`config.mk`:
```
export PLATFORM = sky130hd
export DESIGN_NAME = trace_tx_flat
export DESIGN_NICKNAME = d
export VERILOG_FILES = /design/src/rtl/trace_pkg.sv /design/src/rtl/trace_tx_if.sv /design/src/rtl/trace_fifo.sv /design/src/rtl/trace_tx.sv /design/src/flat_wrapper.sv
export SDC_FILE = /design/constraint.sdc
export NUM_CORES = 1
export LEC_CHECK = 0
export CORE_AREA = 5 5 344 177
export DETAILED_ROUTE_END_ITERATION = 8
export DIE_AREA = 0 0 349 182
export SYNTH_ARGS = -nofsm -noshare
export SYNTH_HDL_FRONTEND = slang
export SYNTH_SLANG_ARGS = --single-unit
```
`constraint.sdc`:
```
create_clock -name clk -period 13.7 [get_ports clk]
set_input_delay 2.74 -clock clk [delete_from_list [all_inputs] [get_ports clk]]
set_output_delay 2.74 -clock clk [all_outputs]
set_load 0.02 [all_outputs]
```
`src/rtl/trace_pkg.sv`:
```
// trace_pkg: shared types for the trace transmitter.
//   evt_type_e  - record type code carried in byte0 of every frame
//   trace_rec_t - one captured event {etype, index, data}, 43 bits
//   tx_state_e  - serialiser states
//   frame_byte  - selects byte n (0..5) of a record's wire frame
package trace_pkg;

    typedef enum logic [1:0] {
        EVT_NONE = 2'b00,
        EVT_REG  = 2'b01,
        EVT_MEMW = 2'b10,
        EVT_MEMR = 2'b11
    } evt_type_e;

    typedef struct packed {
        evt_type_e   etype;
        logic [8:0]  index;
        logic [31:0] data;
    } trace_rec_t;

    localparam int FRAME_BYTES = 6;

    typedef enum logic [0:0] {
        IDLE = 1'b0,
        SEND = 1'b1
    } tx_state_e;

    function automatic logic [7:0] frame_byte(input trace_rec_t rec, input logic [2:0] idx);
        case (idx)
            3'd0:    return {rec.etype, 5'b0, rec.index[8]};
            3'd1:    return rec.index[7:0];
            3'd2:    return rec.data[31:24];
            3'd3:    return rec.data[23:16];
            3'd4:    return rec.data[15:8];
            3'd5:    return rec.data[7:0];
            default: return 8'h00;
        endcase
    endfunction

endpackage

```
`src/rtl/trace_tx_if.sv`:
```
// trace_tx_if: valid/ready byte stream from the trace transmitter.
//   tx_valid - byte on tx_data is valid (source)
//   tx_ready - sink accepts the byte this cycle (sink)
//   tx_data  - frame byte (source)
interface trace_tx_if;
    logic       tx_valid;
    logic       tx_ready;
    logic [7:0] tx_data;

    modport master (output tx_valid, output tx_data, input tx_ready);
    modport slave  (input tx_valid, input tx_data, output tx_ready);
endinterface

```
`src/rtl/trace_fifo.sv`:
```
// trace_fifo: record FIFO with up to two pushes and one pop per cycle.
//   clk, rst       - clock, async active-low reset (empties the FIFO)
//   push_cnt       - number of records written this cycle (0..2)
//   rec_a, rec_b   - first and second record; rec_a lands first
//   pop            - advance the read pointer
//   head           - record at the read pointer
//   empty, full    - occupancy flags
//   free           - free slots, from registered pointers only
module trace_fifo
    import trace_pkg::*;
#(
    parameter int DEPTH = 8
) (
    input  logic                     clk,
    input  logic                     rst,
    input  logic [1:0]               push_cnt,
    input  trace_rec_t               rec_a,
    input  trace_rec_t               rec_b,
    input  logic                     pop,
    output trace_rec_t               head,
    output logic                     empty,
    output logic                     full,
    output logic [$clog2(DEPTH):0]   free
);
    localparam int AW = $clog2(DEPTH);

    trace_rec_t  mem [DEPTH];
    logic [AW:0] wptr;
    logic [AW:0] rptr;
    logic [AW:0] wptr_b;
    logic [AW:0] used;

    // Pointers carry one extra wrap bit so full and empty are distinguishable.
    assign wptr_b = wptr + (AW+1)'(1);
    assign used   = wptr - rptr;
    assign empty  = (wptr == rptr);
    assign full   = (wptr[AW] != rptr[AW]) && (wptr[AW-1:0] == rptr[AW-1:0]);
    assign free   = (AW+1)'(DEPTH) - used;
    assign head   = mem[rptr[AW-1:0]];

    always_ff @(posedge clk or negedge rst) begin
        if (!rst) begin
            wptr <= '0;
            rptr <= '0;
        end else begin
            wptr <= wptr + (AW+1)'(push_cnt);
            if (pop) rptr <= rptr + (AW+1)'(1);
        end
    end

    always_ff @(posedge clk) begin
        if (push_cnt != 2'd0) mem[wptr[AW-1:0]]   <= rec_a;
        if (push_cnt == 2'd2) mem[wptr_b[AW-1:0]] <= rec_b;
    end

endmodule

```
`src/rtl/trace_tx.sv`:
```
// trace_tx: captures register-writeback and data-memory tap events,
// queues them as records and serialises each as a 6-byte frame.
//   clk, rst            - clock, async active-low reset
//   trace_en            - capture enable
//   RegWriteSignal, RegNum, RegData           - register writeback tap
//   WriteEnable, ReadEnable, Address, WRData, RDData - memory tap
//   tx                  - byte stream (master side)
//   overflow            - sticky, set on any dropped event
//   drop_count          - saturating dropped-event count
//
// Serialiser states:
//   state | meaning
//   IDLE  | no frame loaded, tx_valid low
//   SEND  | frame register loaded, presenting byte byte_idx
module trace_tx
    import trace_pkg::*;
#(
    parameter int DEPTH  = 8,
    parameter int DROP_W = 16
) (
    input  logic              clk,
    input  logic              rst,
    input  logic              trace_en,
    input  logic              RegWriteSignal,
    input  logic [4:0]        RegNum,
    input  logic [31:0]       RegData,
    input  logic              WriteEnable,
    input  logic              ReadEnable,
    input  logic [8:0]        Address,
    input  logic [31:0]       WRData,
    input  logic [31:0]       RDData,
    trace_tx_if.master        tx,
    output logic              overflow,
    output logic [DROP_W-1:0] drop_count
);
    localparam int AW = $clog2(DEPTH);
    localparam logic [DROP_W-1:0] DROP_MAX = '1;

    logic        reg_evt, memw_evt, memr_evt, mem_evt;
    logic [1:0]  n_evt, n_push, n_drop;
    trace_rec_t  reg_rec, mem_rec, rec_a;
    trace_rec_t  head, frame;
    logic        empty, full, pop;
    logic [AW:0] free;
    tx_state_e   state;
    logic [2:0]  byte_idx;
    logic        accept, last_byte;

    assign reg_evt  = trace_en && RegWriteSignal;
    assign memw_evt = trace_en && WriteEnable && !ReadEnable;
    assign memr_evt = trace_en && ReadEnable && !WriteEnable;
    assign mem_evt  = memw_evt || memr_evt;
    assign n_evt    = {1'b0, reg_evt} + {1'b0, mem_evt};

    assign reg_rec = '{etype: EVT_REG, index: {4'b0, RegNum}, data: RegData};
    assign mem_rec = '{etype: memw_evt ? EVT_MEMW : EVT_MEMR,
                       index: Address,
                       data:  memw_evt ? WRData : RDData};
    // REG goes first when both fire, so it is the one kept when only one slot is free.
    assign rec_a = reg_evt ? reg_rec : mem_rec;

    always_comb begin
        n_push = 2'd0;
        if (free >= (AW+1)'(n_evt)) n_push = n_evt;
        else if (!full)             n_push = 2'd1;
    end
    assign n_drop = n_evt - n_push;

    trace_fifo #(.DEPTH(DEPTH)) u_fifo (
        .clk      (clk),
        .rst      (rst),
        .push_cnt (n_push),
        .rec_a    (rec_a),
        .rec_b    (mem_rec),
        .pop      (pop),
        .head     (head),
        .empty    (empty),
        .full     (full),
        .free     (free)
    );

    always_ff @(posedge clk or negedge rst) begin
        if (!rst) begin
            overflow   <= 1'b0;
            drop_count <= '0;
        end else if (n_drop != 2'd0) begin
            overflow <= 1'b1;
            if (drop_count > DROP_MAX - DROP_W'(n_drop)) drop_count <= DROP_MAX;
            else                                         drop_count <= drop_count + DROP_W'(n_drop);
        end
    end

    assign accept    = tx.tx_valid && tx.tx_ready;
    assign last_byte = accept && (byte_idx == 3'(FRAME_BYTES - 1));
    // Reload straight from the head after the last byte so frames run back to back.
    assign pop       = !empty && ((state == IDLE) || last_byte);

    always_ff @(posedge clk or negedge rst) begin
        if (!rst) begin
            state    <= IDLE;
            byte_idx <= '0;
            frame    <= '0;
        end else begin
            case (state)
                IDLE: begin
                    if (!empty) begin
                        frame    <= head;
                        byte_idx <= '0;
                        state    <= SEND;
                    end
                end
                SEND: begin
                    if (accept) begin
                        if (last_byte) begin
                            byte_idx <= '0;
                            if (!empty) frame <= head;
                            else        state <= IDLE;
                        end else begin
                            byte_idx <= byte_idx + 3'd1;
                        end
                    end
                end
                default: state <= IDLE;
            endcase
        end
    end

    assign tx.tx_valid = (state == SEND);
    assign tx.tx_data  = frame_byte(frame, byte_idx);

endmodule
```
`src/flat_wrapper.sv`:
```
// flat-port wrapper written by rule: the top's interface ports become plain ports
module trace_tx_flat import trace_pkg::*;
#(
    parameter int DEPTH  = 8,
    parameter int DROP_W = 16
)
  (clk, rst, trace_en, RegWriteSignal, RegNum, RegData, WriteEnable, ReadEnable, Address, WRData, RDData, overflow, drop_count, tx_tx_valid, tx_tx_data, tx_tx_ready);
  trace_tx_if tx_i ();
  input  logic clk;
  input  logic rst;
  input  logic trace_en;
  input  logic RegWriteSignal;
  input  logic [4:0] RegNum;
  input  logic [31:0] RegData;
  input  logic WriteEnable;
  input  logic ReadEnable;
  input  logic [8:0] Address;
  input  logic [31:0] WRData;
  input  logic [31:0] RDData;
  output logic overflow;
  output logic [DROP_W-1:0] drop_count;
  output wire logic [$bits(tx_i.tx_valid)-1:0] tx_tx_valid;
  output wire logic [$bits(tx_i.tx_data)-1:0] tx_tx_data;
  input wire logic [$bits(tx_i.tx_ready)-1:0] tx_tx_ready;
  assign tx_tx_valid = tx_i.tx_valid;
  assign tx_tx_data = tx_i.tx_data;
  assign tx_i.tx_ready = tx_tx_ready;
  trace_tx #(.DEPTH(DEPTH), .DROP_W(DROP_W)) u_core (.clk(clk), .rst(rst), .trace_en(trace_en), .RegWriteSignal(RegWriteSignal), .RegNum(RegNum), .RegData(RegData), .WriteEnable(WriteEnable), .ReadEnable(ReadEnable), .Address(Address), .WRData(WRData), .RDData(RDData), .tx(tx_i), .overflow(overflow), .drop_count(drop_count));
endmodule
```
After elaboration in Yosys (flattened, before gate mapping):

Memory sizes are Yosys's and may differ from the RTL's.
Index checks and enable logic that the tools add are counted.

* add/subtract/negate cells: 10
* multiply operators: 0
* div/mod/pow operators: 0
* $lt $le $gt $ge: 2
* eq/ne operators: 12
* shift-type cells: 0
* multiplexer cells: 23
* bitwise gates (word level): 1
* reduce and logical (&&, ||, !) cells: 19

Operators by type and width (number)
* $mux 43: 4
* $pmux 43 s2: 1
* $pmux 8 s6: 1
* $mux 32: 1
* $add 16x2->16: 1
* $gt 16x16->1: 1
* $mux 16: 1
* $logic_and 1x1->1: 9
* $mux 1: 9
* $mux 3: 3
* $add 3x1->3 const B: 2
* $eq 3x2->1 const B: 2
* $eq 3x3->1 const B: 2
* $ne 2x2->1 const B: 3
* $pmux 3 s2: 1
* $add 4x1->4 const B: 1
* $add 4x2->4: 1
* $eq 4x4->1: 1
* $ge 4x2->1: 1
* $reduce_and 2->1: 2
* $reduce_bool 2->1: 2
* $sub 1x3->4 const A: 1
* $sub 4x4->4: 1
* $sub 4x4->4 const A: 1
* other kinds (12): 15

* register bits: 72
* latch bits: 0
* bits in writable memories: 344
* ROM bits: 0
* output and inout bits: 26
* word-level logic and storage cells: 77
* memories kept: 1

Memory list
* u_core.u_fifo.mem: words 8, width 43, read ports 1, clocked after Yosys merged registers in 0, wr ports 2, RTL line trace_fifo.sv:27 `trace_rec_t mem [DEPTH];`

Logic depth before layout (Yosys ltp):

Gate-level depths: netlist of run 1.

* word-level depth: 10
* mapped depth: 22
* gate-level depth less buffers: 19

Modules after synthesis:

A second synthesis of run 1 with hierarchy kept.

* cells, all modules: 1365
* area total of the unflattened synthesis: 21764.6 um^2

By module, submodules not included
* trace_fifo: instances 1, cells an instance 946, area each 17658.2 um^2, seq. area each 10530.1 um^2
* trace_tx: instances 1, cells an instance 419, area each 4106.4 um^2, seq. area each 1601.5 um^2

Worst setup path before layout of run 1:

No wires, ideal clock.

* kind: input -> register
* from: input port RegWriteSignal
* to: register u_core.drop_count[6]
* data arrival time: 6582 ps
* path slack: 6994 ps
* stages on the path: 17
* buffers on the path: 2
* cells stage by stage: clkbuf_1 -> nand2_1 -> inv_2 -> clkbuf_1 -> ha_1 -> ha_1 -> nand2b_1 -> a2111oi_2 -> a21o_1 -> a22oi_1 -> ha_1 -> inv_1 -> ha_1 -> fa_1 -> and3_1 -> and4_1 -> mux2_2

* longest elaborated chain between the ends: 8
* elaborated cells between the ends (all ways): 10
* classes of those cells: 4 x add/sub; 2 x order compare; 2 x mux; 2 x reduce/logical

RTL lines
* start: declaration: RTL line flat_wrapper.sv:12 `input logic RegWriteSignal;`
* $logic_and 1x1->1 *: RTL line trace_tx.sv:49 `assign reg_evt = trace_en && RegWriteSignal;`
* $add 1x1->2 *: RTL line trace_tx.sv:53 `assign n_evt = {1'b0, reg_evt} + {1'b0, mem_evt};`
* $ge 4x2->1: RTL line trace_tx.sv:64 `if (free >= (AW+1)'(n_evt)) n_push = n_evt;`
* $mux 2: RTL line trace_tx.sv:64
* $sub 2x2->2 *: RTL line trace_tx.sv:67 `assign n_drop = n_evt - n_push;`
* $sub 1x3->4: RTL line trace_tx.sv:88 `if (drop_count > DROP_MAX - DROP_W'(n_drop)) drop_count <= DROP_MAX;`
* $gt 16x16->1: RTL line trace_tx.sv:88
* $mux 16: RTL line trace_tx.sv:88
* end signal: assignment: RTL line trace_tx.sv:89 `else drop_count <= drop_count + DROP_W'(n_drop);`
* end: declaration: RTL line trace_tx.sv:34 `output logic [DROP_W-1:0] drop_count`

Every way passes the cells marked *; elsewhere a longest branch is shown, timed or not.
A chain may end at the register's enable or synchronous reset.

==> results of run 1 <==
-- cell usage in the layout (no fill, tap or decap), types with 7 or more instances in the layout --
cell             synthesis  layout
dfrtp_1                 72      69
a21oi_1                 70      69
ha_1                    20      20
nand2b_1                 7       7
nand4_1                 14      14
o21ai_0                 14      14
nand2_2                  0      10
dfxtp_1                  8       8
clkbuf_1                74       8
clkbuf_16                0      43
nor2_1                  57      57
edfxtp_1               336     336
mux2i_1                 80      80
mux2_2                  12      12
inv_1                   24      24
a222oi_1                 8       8
o22ai_1                296     296
clkinvlp_4               0       7
buf_4                    0      34
nor2b_1                 19      19
and2_1                  18      18
mux4_2                  86      86
nand3_1                 13       7
o21ai_1                 32      32
clkdlybuf4s50_1          0     141
nand2_1                 89      78
-- flip-flops by register name, indices dropped and copies added, names as in the netlist --
register,flops
u_core.u_fifo.rptr,4
u_core.tx.tx_valid,1
u_core.overflow,1
u_core.drop_count,16
u_core.frame,43
u_core.u_fifo.mem,344
u_core.byte_idx,3
u_core.u_fifo.wptr,4
-- stage by stage --
step	total power, mW	cells	util, %
floorplan	3.07	1458	-
global placement	3.68	2296	38.1
detailed placement	3.72	2296	38.1
CTS	4.90	2372	40.5
global route	5.12	2372	40.5
finish	4.90	2372	40.5
-- layout make-up --
class                      count  area (sq um)  share of cell area, %
clock buffer                  54          1150                   4.88
clock inverter                22           235                   1.00
inverter                      25          93.8                  0.399
multi-input combinational    900          7320                   31.1
sequential                   416         12100                   51.3
tap                          780           976                   4.15
timing repair buffer         175          1670                   7.09
-- layer usage --
layer / routed length (microns) / part of all wire, % / up-vias
met2: 26000 / 42 / 817
met3: 7340 / 12 / 95
met4: 1140 / 1.8 / 0
met1: 27900 / 45 / 7218
li1: - / - / 6109
met5: 0 / 0 / -
-- power groups by stage --
stage          clock network (mW)  registers (mW)  logic, mW
6_report                     1.18            1.95       1.76
3_5_place_dp                    0            1.98       1.74
3_3_place_gp                    0            1.97       1.71
2_1_floorplan                   0            1.86       1.21
5_1_grt                      1.25            1.98       1.89
4_1_cts                      1.19            1.95       1.75
-- worst min-delay path by stage --
stage / endpoint / slack (ns) / depth (start not counted)
after global routing: u_core.u_fifo.mem[2][42]$_SDFFE_PP1P_ / 0.48 / 2
after detailed placement: u_core.u_fifo.mem[6][42]$_SDFFE_PP1P_ / 0.44 / 2
after floorplan: u_core.u_fifo.mem[2][42]$_SDFFE_PP1P_ / 0.42 / 2
after global placement: u_core.u_fifo.mem[6][42]$_SDFFE_PP1P_ / 0.43 / 2
after CTS: u_core.u_fifo.mem[6][42]$_SDFFE_PP1P_ / 0.45 / 2
final: u_core.u_fifo.mem[3][42]$_SDFFE_PP1P_ / 0.46 / 2
-- synthesized netlist by cell type, types with 24 or more instances --
| cell | n | share of area, % |
|---|---|---|
| buf_2 | 39 | 0.98 |
| edfxtp_1 | 336 | 51 |
| clkbuf_1 | 74 | 1.4 |
| mux4_2 | 86 | 9.7 |
| dfrtp_1 | 72 | 9.1 |
| inv_1 | 24 | 0.45 |
| nor2_1 | 57 | 1.1 |
| nand2_1 | 89 | 1.7 |
| a21oi_1 | 70 | 1.8 |
| o21ai_1 | 32 | 0.81 |
| mux2i_1 | 80 | 4.0 |
| o22ai_1 | 296 | 9.3 |
-- cell families after synthesis --
logic type / count (synthesis) / share of synthesized area, %
adders and majority gates: 23 / 1.56
xor gates and xnor gates: 14 / 0.692
AOI/OAI and AO/OA: 442 / 13.6
muxes: 182 / 14.7
and+or+nand+nor: 239 / 5.87
buffers and inverters: 142 / 2.96
DFF: 416 / 60.6
-- worst reg2reg max path, delay by kind of cell (launching register included) --
family | cells | cell delay [ns]
fa+ha+maj | 3 | 1.05
flops | 1 | 0.77
compound gates | 1 | 0.45
buf+inv | 2 | 0.52
xor+xnor | 2 | 0.53
simple gates | 2 | 1.54
==> qor.yml, run 1 <==
status: "completed"
tns_ns: 0
yosys_register_bits: 416
ios: 143
cp_top_family: "simple AND/OR/NAND/NOR gates"
pwr-share-clk_pct: 24.1
cp_max_fo: 66
cp.required_ns: 13.92
path_clk_slew_ns: 0.06
crit_buf_inv: 4
viasPerCell: 6.00
row_count: 63
grt_pass1_wl_microns: 92100
drcViolationCount: 0
ir_worst_vdd_mv: 0.0981
ys_types: 55
ant_nets: 0
reg2reg_depth: 10
slew_violations: 0
dp_hpwl_microns: 39500
slowest_stage: "nand2_2"
cts_tree: "built"
r2r-start: "u_core.u_fifo.rptr[1]$_DFFE_PN0P_"
core_area_sq_um: 58000
p_seq_share_pct: 39.9
grt_use_met3_pct: 4.48
met1_usage_pct: 29.8
synth.avg_cell_area_sq_um: 13.6
dieArea_sq_um: 63500
clk_path_buf_depth: 3
rsz0062_at_grt: "no"
gr-total-overflow: 0
post_drt_wl_per_cell_microns: 26.3
grt_pass1_vias: 13900
port_buffers: 142
whs_ns: 0.455
first_pass_iters: 6
grt.total_usage_pct: 19.2
cap_violations: 0
wl_microns: 62400
die_w_microns: 349
drive_gt1_share_pct: 14.3
synth_async_sr_flop_share_pct: 17.3
slew_headroom_pct: 25.6
syn2layout_area_growth_pct: 18.2
cp-startpoint: "RegWriteSignal"
synth_edf_count: 336
h-tree-depth: 2
power.internal_mw: 3.12
syn-cell-area_sq_um: 19900
worst_slack_ns: 5.80
startpoint_type: "input port"
clkLatencyLatePin_ns: 0.57
hold_class: "reg2reg"
cts_root_buf: "clkbuf_16"
met2_usage_pct: 27.3
vias: 14200
final_hold_viol_count: 0
initial_core_util_pct: 34.3
crit_chain: "clkdlybuf4s50_1, nand2_4, inv_2, ha_1, inv_1, ha_1, a21oi_1, a21oi_1, nand2_2, nand2_2, buf_4"
cellLeakagePower_nw: 8.00
hold_path.startpoint: "u_core.u_fifo.mem[3][42]$_SDFFE_PP1P_"
hold_buffers: 0
setup_viol: 0
power_switching_share_pct: 36.2
syn-num-nets: 1598
p_switching_mw: 1.77
gr-max-usage-layer: "met1"
crit_type: "in2reg"
seq_area_frac_synth_pct: 60.6
r2r-end: "u_core.u_fifo.mem[0][1]$_DFFE_PP_"
fmax_mhz: 127
die_h_microns: 182
numCtsBuffers: 41
pwr-share-comb_pct: 36.0
endpoint: "u_core.u_fifo.mem[0][1]$_DFFE_PP_"
skew_ns: 0.0174
synth_warnings: 0
fin_crit_sh_pct: 57.6
arrival_ns: 8.12
fin_nets: 1699
worst_pin_slew_ns: 1.09
critPathMaxStageDelay_ns: 0.79
dp_slack_ns: 5.33
drtIter0Drc: 1962
postCtsSetupBuffers: 0
end_kind: "flip-flop"
dpl_cell_area_sq_um: 22100
min_period_ns: 7.90
fill_cells: 5399
synth-main-ff-cell: "edfxtp_1"
antenna_found_initial: 1
synthCells: 1458
stdcell_area_sq_um: 23500
crit_cells: 11
antennaDiodeCount: 0
clkSinkCount: 416
power_density_nw_per_um2: 208
gp_congestion: 0.865
grt_max_degree: 91
regToRegSetupSlack_ns: 8.49
cts-resized-gates: 0
Power figures use the tool's default switching activity.
==> run 2, diff against run 1 <==
Clock period 13.7 ns to 6.4 ns, I/O delays scaled along.
==> qor.yml, run 2 (synthesis gave the netlist of run 1 again) <==
crit_type: "in2reg"  # unchanged
vias: 14200  # about the same
fin_crit_sh_pct: 81.5
ir_worst_vdd_mv: 0.176  # was 0.0981 mV
syn2layout_area_growth_pct: 19.0  # was 18.2%
skew_ns: 0.0145  # was 0.0174 ns
antenna_found_initial: 0  # was 1
dieArea_sq_um: 63500  # unchanged
clkLatencyLatePin_ns: 0.55  # was 0.57 ns
crit_buf_inv: 2  # was 4
drive_gt1_share_pct: 14.6  # was 14.3%
grt_pass1_wl_microns: 91700  # was 92100 microns
clkSinkCount: 416  # unchanged
crit_chain: "clkdlybuf4s50_1, nand2_4, inv_2, ha_1, ha_1, nand2b_1, a2111oi_2, a21o_1, a22oi_1, ha_1, xor2_1, ha_1, a21oi_1, nor4_4, nand3b_2, and4_1, nor2_1"  # was clkdlybuf4s50_1, nand2_4, inv_2, ha_1, inv_1, ha_1, a21oi_1, a21oi_1, nand2_2, nand2_2, buf_4
slew_headroom_pct: 17.0  # was 25.6%
utilization_pct: 40.8  # was 40.5%
cap_violations: 0  # unchanged
final_common_cell: "edfxtp_1"  # unchanged
min_period_ns: 5.22
cts_root_buf: "clkbuf_16"  # unchanged
post_drt_wl_per_cell_microns: 26.1  # was 26.3 microns
dp_slack_ns: 0.662  # was 5.33 ns
numCtsBuffers: 40  # was 41
slew_violations: 0  # unchanged
core_area_sq_um: 58000  # unchanged
die_h_microns: 182  # unchanged
final_hold_viol_count: 0  # unchanged
cts_tree: "built"  # unchanged
slowest_stage: "clkdlybuf4s50_1"  # was nand2_2
largest_reg_flops: 344  # unchanged
cp_top_family: "simple AND/OR/NAND/NOR gates"  # unchanged
setup_viol: 0  # unchanged
die_w_microns: 349  # unchanged
gp_congestion: 0.837  # was 0.865
rsz0062_at_grt: "no"  # unchanged
port_buffers: 142  # unchanged
final_cell_mix: "336 x edfxtp_1, 296 x o22ai_1, 141 x clkdlybuf4s50_1"  # unchanged
power_mw: 10.6  # was 4.90 mW
fill_cells: 5389  # was 5399
clk_path_buf_depth: 3  # unchanged
cp_max_fo: 10  # was 66
initial_core_util_pct: 34.3  # unchanged
wl_microns: 62000  # was 62400 microns
antennaDiodeCount: 0  # unchanged
startpoint_type: "input port"  # unchanged
row_count: 63  # unchanged
viasPerCell: 5.96  # was 6.00
hold_buffers: 0  # unchanged
power_density_nw_per_um2: 447  # was 208 nW/um^2
path_clk_slew_ns: 0.06  # about the same
cts-resized-gates: 0  # unchanged
cp.required_ns: 6.89  # was 13.92 ns
drcViolationCount: 0  # unchanged
status: "completed"  # unchanged
end_kind: "flip-flop"  # unchanged
cellLeakagePower_nw: 8.10  # was 8.00 nW
gr-total-overflow: 0  # unchanged
grt.total_usage_pct: 19.0  # was 19.2%
dp_hpwl_microns: 38400  # was 39500 microns
hold_class: "reg2reg"  # unchanged
ios: 143  # unchanged
postCtsSetupBuffers: 0  # unchanged
critPathMaxStageDelay_ns: 0.64  # was 0.79 ns
drtIter0Drc: 1907  # was 1962
worst_pin_slew_ns: 1.21  # was 1.09 ns
fin_nets: 1708  # was 1699
path_common_cell: "ha_1"
fmax_mhz: 192
grt_pass1_vias: 13800  # was 13900
ant_nets: 0  # unchanged
arrival_ns: 5.70  # was 8.12 ns
first_pass_iters: 6  # unchanged
tns_ns: 0  # unchanged
grt_max_degree: 73  # was 91
h-tree-depth: 2  # unchanged
worst_slack_ns: 1.18  # was 5.80 ns
## run 2: cell types whose count changed in the layout (fill, tap and decap cells not counted)
cell        before  now
buf_4           34   40
clkinvlp_4       7    1
buf_12           0    4
bufinv_16        4    7
clkinv_8         0    2
clkbuf_1         8    9
clkbuf_16       43   42
clkinv_4         1    0
inv_6            2    1
## run 2: cell type report
cell class	instances	area, sq um	share of cell area [%]
clock buffers	54	1130	4.76
clock inverters	19	295	1.25
inverters	25	93.8	0.397
multi-input cells	900	7320	30.9
flip-flops and latches	416	12100	51.0
well taps	780	976	4.12
repair buffers	185	1790	7.57
## run 2: power by group
part / total, mW / internal (mW) / switching, mW
Sequential: 4.05 / 3.75 / 0.307
Combinational: 3.93 / 1.52 / 2.40
Clock: 2.60 / 1.53 / 1.07
Total: 10.6 / 6.80 / 3.78
## run 2: worst paths after layout
kind                       slack (ns)                                  start                                    end  cells after the start
max reg2reg                      1.81        u_core.u_fifo.wptr[1]$_DFF_PN0_       u_core.drop_count[5]$_DFFE_PN0P_                     17
max in group asynchronous        4.78                                    rst      u_core.u_fifo.rptr[1]$_DFFE_PN0P_                      1
max                              1.18                         RegWriteSignal       u_core.drop_count[5]$_DFFE_PN0P_                     17
min reg2reg                      0.45  u_core.u_fifo.mem[6][42]$_SDFFE_PP1P_  u_core.u_fifo.mem[6][42]$_SDFFE_PP1P_                      2
min                              0.45  u_core.u_fifo.mem[6][42]$_SDFFE_PP1P_  u_core.u_fifo.mem[6][42]$_SDFFE_PP1P_                      2
min in group asynchronous        0.86                                    rst      u_core.drop_count[15]$_DFFE_PN0P_                      1
## run 2: worst min-delay path, stage by stage (launching register included)
cell	delay, ns
dfxtp_1	0.31
nand2_1	0.05
nand2_1	0.04
## run 2: through the flow
| step | hold WS [ns] | std cells | cell area, sq um |
|---|---|---|---|
| global route | 0.480 | 2379 | 23700 |
| CTS | 0.448 | 2379 | 23700 |
| finish | 0.450 | 2379 | 23700 |
| floorplan | 0.418 | 1458 | 19900 |
| global placement | 0.435 | 2306 | 22200 |
| detailed placement | 0.438 | 2306 | 22200 |
## run 2: per-layer routing
metal	GRT usage, %	share of wire (%)	vias up
met5	0	0	-
met4	3.08	1.3	0
met3	5.75	13	69
met2	27.7	43	888
met1	28.5	43	7098
li1	-	-	6121
==> run 3, diff against run 2 <==
Clock period 6.4 ns to 4.7 ns, I/O delays scaled along.
==> qor.yml, run 3 (synthesis gave the netlist of run 1 again) <==
dp_hpwl_microns: 38000  # was 38400 microns
path_clk_slew_ns: 0.06  # about the same
rsz0062_at_grt: "no"  # unchanged
whs_path_depth: 2  # unchanged
drive_gt1_share_pct: 17.5  # was 14.6%
stdcell_count: 2439  # was 2379
gr-total-overflow: 0  # unchanged
port_buffers: 142  # unchanged
core_area_sq_um: 58000  # unchanged
syn2layout_area_growth_pct: 21.1  # was 19.0%
ir_worst_vdd_mv: 0.393  # was 0.176 mV
cp.required_ns: 5.13  # was 6.89 ns
whs_ns: 0.438  # was 0.450 ns
holdPathEnd: "u_core.u_fifo.mem[6][42]$_SDFFE_PP1P_"  # unchanged
cts_tree: "built"  # unchanged
ios: 143  # unchanged
cp-startpoint: "WriteEnable"  # was RegWriteSignal
dp.cells: 2370  # was 2306
power_mw: 14.3  # was 10.6 mW
h-tree-depth: 2  # unchanged
first_pass_iters: 7  # was 6
fin_crit_sh_pct: 95.0
power_switching_share_pct: 36.4  # was 35.7%
final_hold_viol_count: 0  # unchanged
grt_pass1_wl_microns: 94100  # was 91700 microns
numCtsBuffers: 39  # was 40
stdcell_area_sq_um: 24100  # was 23700 sq um
grt_max_degree: 89  # was 73
cap_violations: 0  # unchanged
min_period_ns: 4.47
fmax_mhz: 224
slowest_stage: "clkdlybuf4s50_1"  # unchanged
reg2reg_depth: 16  # was 17
skew_ns: 0.0184  # was 0.0145 ns
dpl_cell_area_sq_um: 22900  # was 22200 sq um
worst_slack_ns: 0.234  # was 1.18 ns
hold_class: "reg2reg"  # unchanged
vias: 14500  # was 14200
clkSinkCount: 416  # unchanged
ff_latch_area_sq_um: 12100  # unchanged
final_cell_mix: "336 x edfxtp_1, 296 x o22ai_1, 141 x clkdlybuf4s50_1"  # unchanged
drcViolationCount: 0  # unchanged
utilization_pct: 41.5  # was 40.8%
final_common_cell: "edfxtp_1"  # unchanged
p_switching_mw: 5.22  # was 3.78 mW
row_count: 63  # unchanged
drtIter0Drc: 1762  # was 1907
grt_pass1_vias: 14300  # was 13800
slew_violations: 0  # unchanged
r2r-start: "u_core.u_fifo.wptr[1]$_DFF_PN0_"  # unchanged
antennaDiodeCount: 0  # unchanged
dp_slack_ns: -0.383  # was 0.662 ns
clkLatencyLatePin_ns: 0.55  # about the same
post_drt_wl_per_cell_microns: 26.4  # was 26.1 microns
die_h_microns: 182  # unchanged
regToRegSetupSlack_ns: 0.30  # was 1.81 ns
antenna_found_initial: 0  # unchanged
fin_nets: 1771  # was 1708
ant_nets: 0  # unchanged
critPathMaxStageDelay_ns: 0.43  # was 0.64 ns
fill_cells: 5352  # was 5389
arrival_ns: 4.89  # was 5.70 ns
status: "completed"  # unchanged
end_kind: "flip-flop"  # unchanged
wl_microns: 64500  # was 62000 microns
worst_pin_slew_ns: 0.959  # was 1.21 ns
pwr-share-comb_pct: 39.7  # was 37.1%
tns_ns: 0  # unchanged
clk_path_buf_depth: 3  # unchanged
cts_root_buf: "clkbuf_16"  # unchanged
p_seq_share_pct: 38.4  # was 38.3%
power_density_nw_per_um2: 596  # was 447 nW/um^2
startpoint_type: "input port"  # unchanged
die_w_microns: 349  # unchanged
setup_viol: 0  # unchanged
hold_buffers: 0  # unchanged
slew_headroom_pct: 34.2  # was 17.0%
path_common_cell: "ha_1"  # unchanged
multi_input_comb_area_sq_um: 7320  # about the same
cp_max_fo: 4  # was 10
dieArea_sq_um: 63500  # unchanged
power.internal_mw: 9.12  # was 6.80 mW
r2r-end: "u_core.drop_count[12]$_DFFE_PN0P_"  # was u_core.drop_count[5]$_DFFE_PN0P_
initial_core_util_pct: 34.3  # unchanged
largest_reg_flops: 344  # unchanged
viasPerCell: 5.93  # was 5.96
grt.total_usage_pct: 19.7  # was 19.0%
crit_type: "in2reg"  # unchanged
crit_chain: "clkdlybuf4s50_1, xor2_1, and2_1, ha_1, ha_1, nand2b_1, a2111oi_2, a21o_1, a22oi_1, ha_1, inv_1, ha_1, fa_1, and3_1, and4_1, mux2_2"  # was clkdlybuf4s50_1, nand2_4, inv_2, ha_1, ha_1, nand2b_1, a2111oi_2, a21o_1, a22oi_1, ha_1, xor2_1, ha_1, a21oi_1, nor4_4, nand3b_2, and4_1, nor2_1
pwr-share-clk_pct: 21.9  # was 24.6%
postCtsSetupBuffers: 0  # unchanged
gp_congestion: 0.827  # was 0.837
cellLeakagePower_nw: 8.36  # was 8.10 nW
hold_path.startpoint: "u_core.u_fifo.mem[6][42]$_SDFFE_PP1P_"  # unchanged
run 3: cell type report:
class | instances | area share, %
Clock buffer | 57 | 4.67
Timing Repair Buffer | 249 | 10.0
Sequential cell | 416 | 50.1
Inverter | 25 | 0.390
Multi-Input combinational cell | 900 | 30.4
Clock inverter | 12 | 0.369
Tap cell | 780 | 4.05
run 3: power groups by stage:
stage                     Clock (mW)  Combinational, mW  Sequential [mW]
after detailed placement           0               5.63             5.57
final                           3.14               5.70             5.50
after CTS                       3.18               5.65             5.49
after global placement             0               5.56             5.53
after global routing            3.34               6.06             5.57
after floorplan                    0               3.52             5.44
run 3: per-layer routing:
layer  share of wire (%)  vias to the layer above  wire length [microns]  GRT usage, %
li1                    -                     6244                      -             -
met1                  43                     7219                  27400          28.5
met2                  44                      902                  28400          29.5
met3                  11                       99                   7370          5.54
met4                 2.0                        0                   1290          4.27
met5                   0                        -                      0             0
run 3: timing repair:
| item | 4_1_cts | 5_1_grt |
|---|---|---|
| setup endpoints to repair | 0 | 1 |
| resized for setup | 0 | 1 |
| endpoints found under the hold margin | 0 | 0 |
run 3: worst max path at each step:
| stage | end | cells past startpoint | slack, ns |
|---|---|---|---|
| after detailed placement | u_core.drop_count[12]$_DFFE_PN0P_ | 17 | -0.38 |
| after CTS | u_core.drop_count[12]$_DFFE_PN0P_ | 17 | 0.16 |
| final | u_core.drop_count[6]$_DFFE_PN0P_ | 16 | 0.23 |
| after floorplan | u_core.drop_count[6]$_DFFE_PN0P_ | 17 | 0.008 |
| after global routing | u_core.drop_count[5]$_DFFE_PN0P_ | 17 | 0.03 |
| after global placement | u_core.drop_count[6]$_DFFE_PN0P_ | 16 | -0.21 |
run 3: worst max-delay path: cells and delay by family:
| kind | cells | cell delay, ns |
|---|---|---|
| compound gates | 3 | 0.63 |
| fa+ha+maj | 5 | 1.60 |
| buf+inv | 2 | 0.52 |
| simple gates | 4 | 0.78 |
| xor+xnor | 1 | 0.17 |
| mux | 1 | 0.26 |
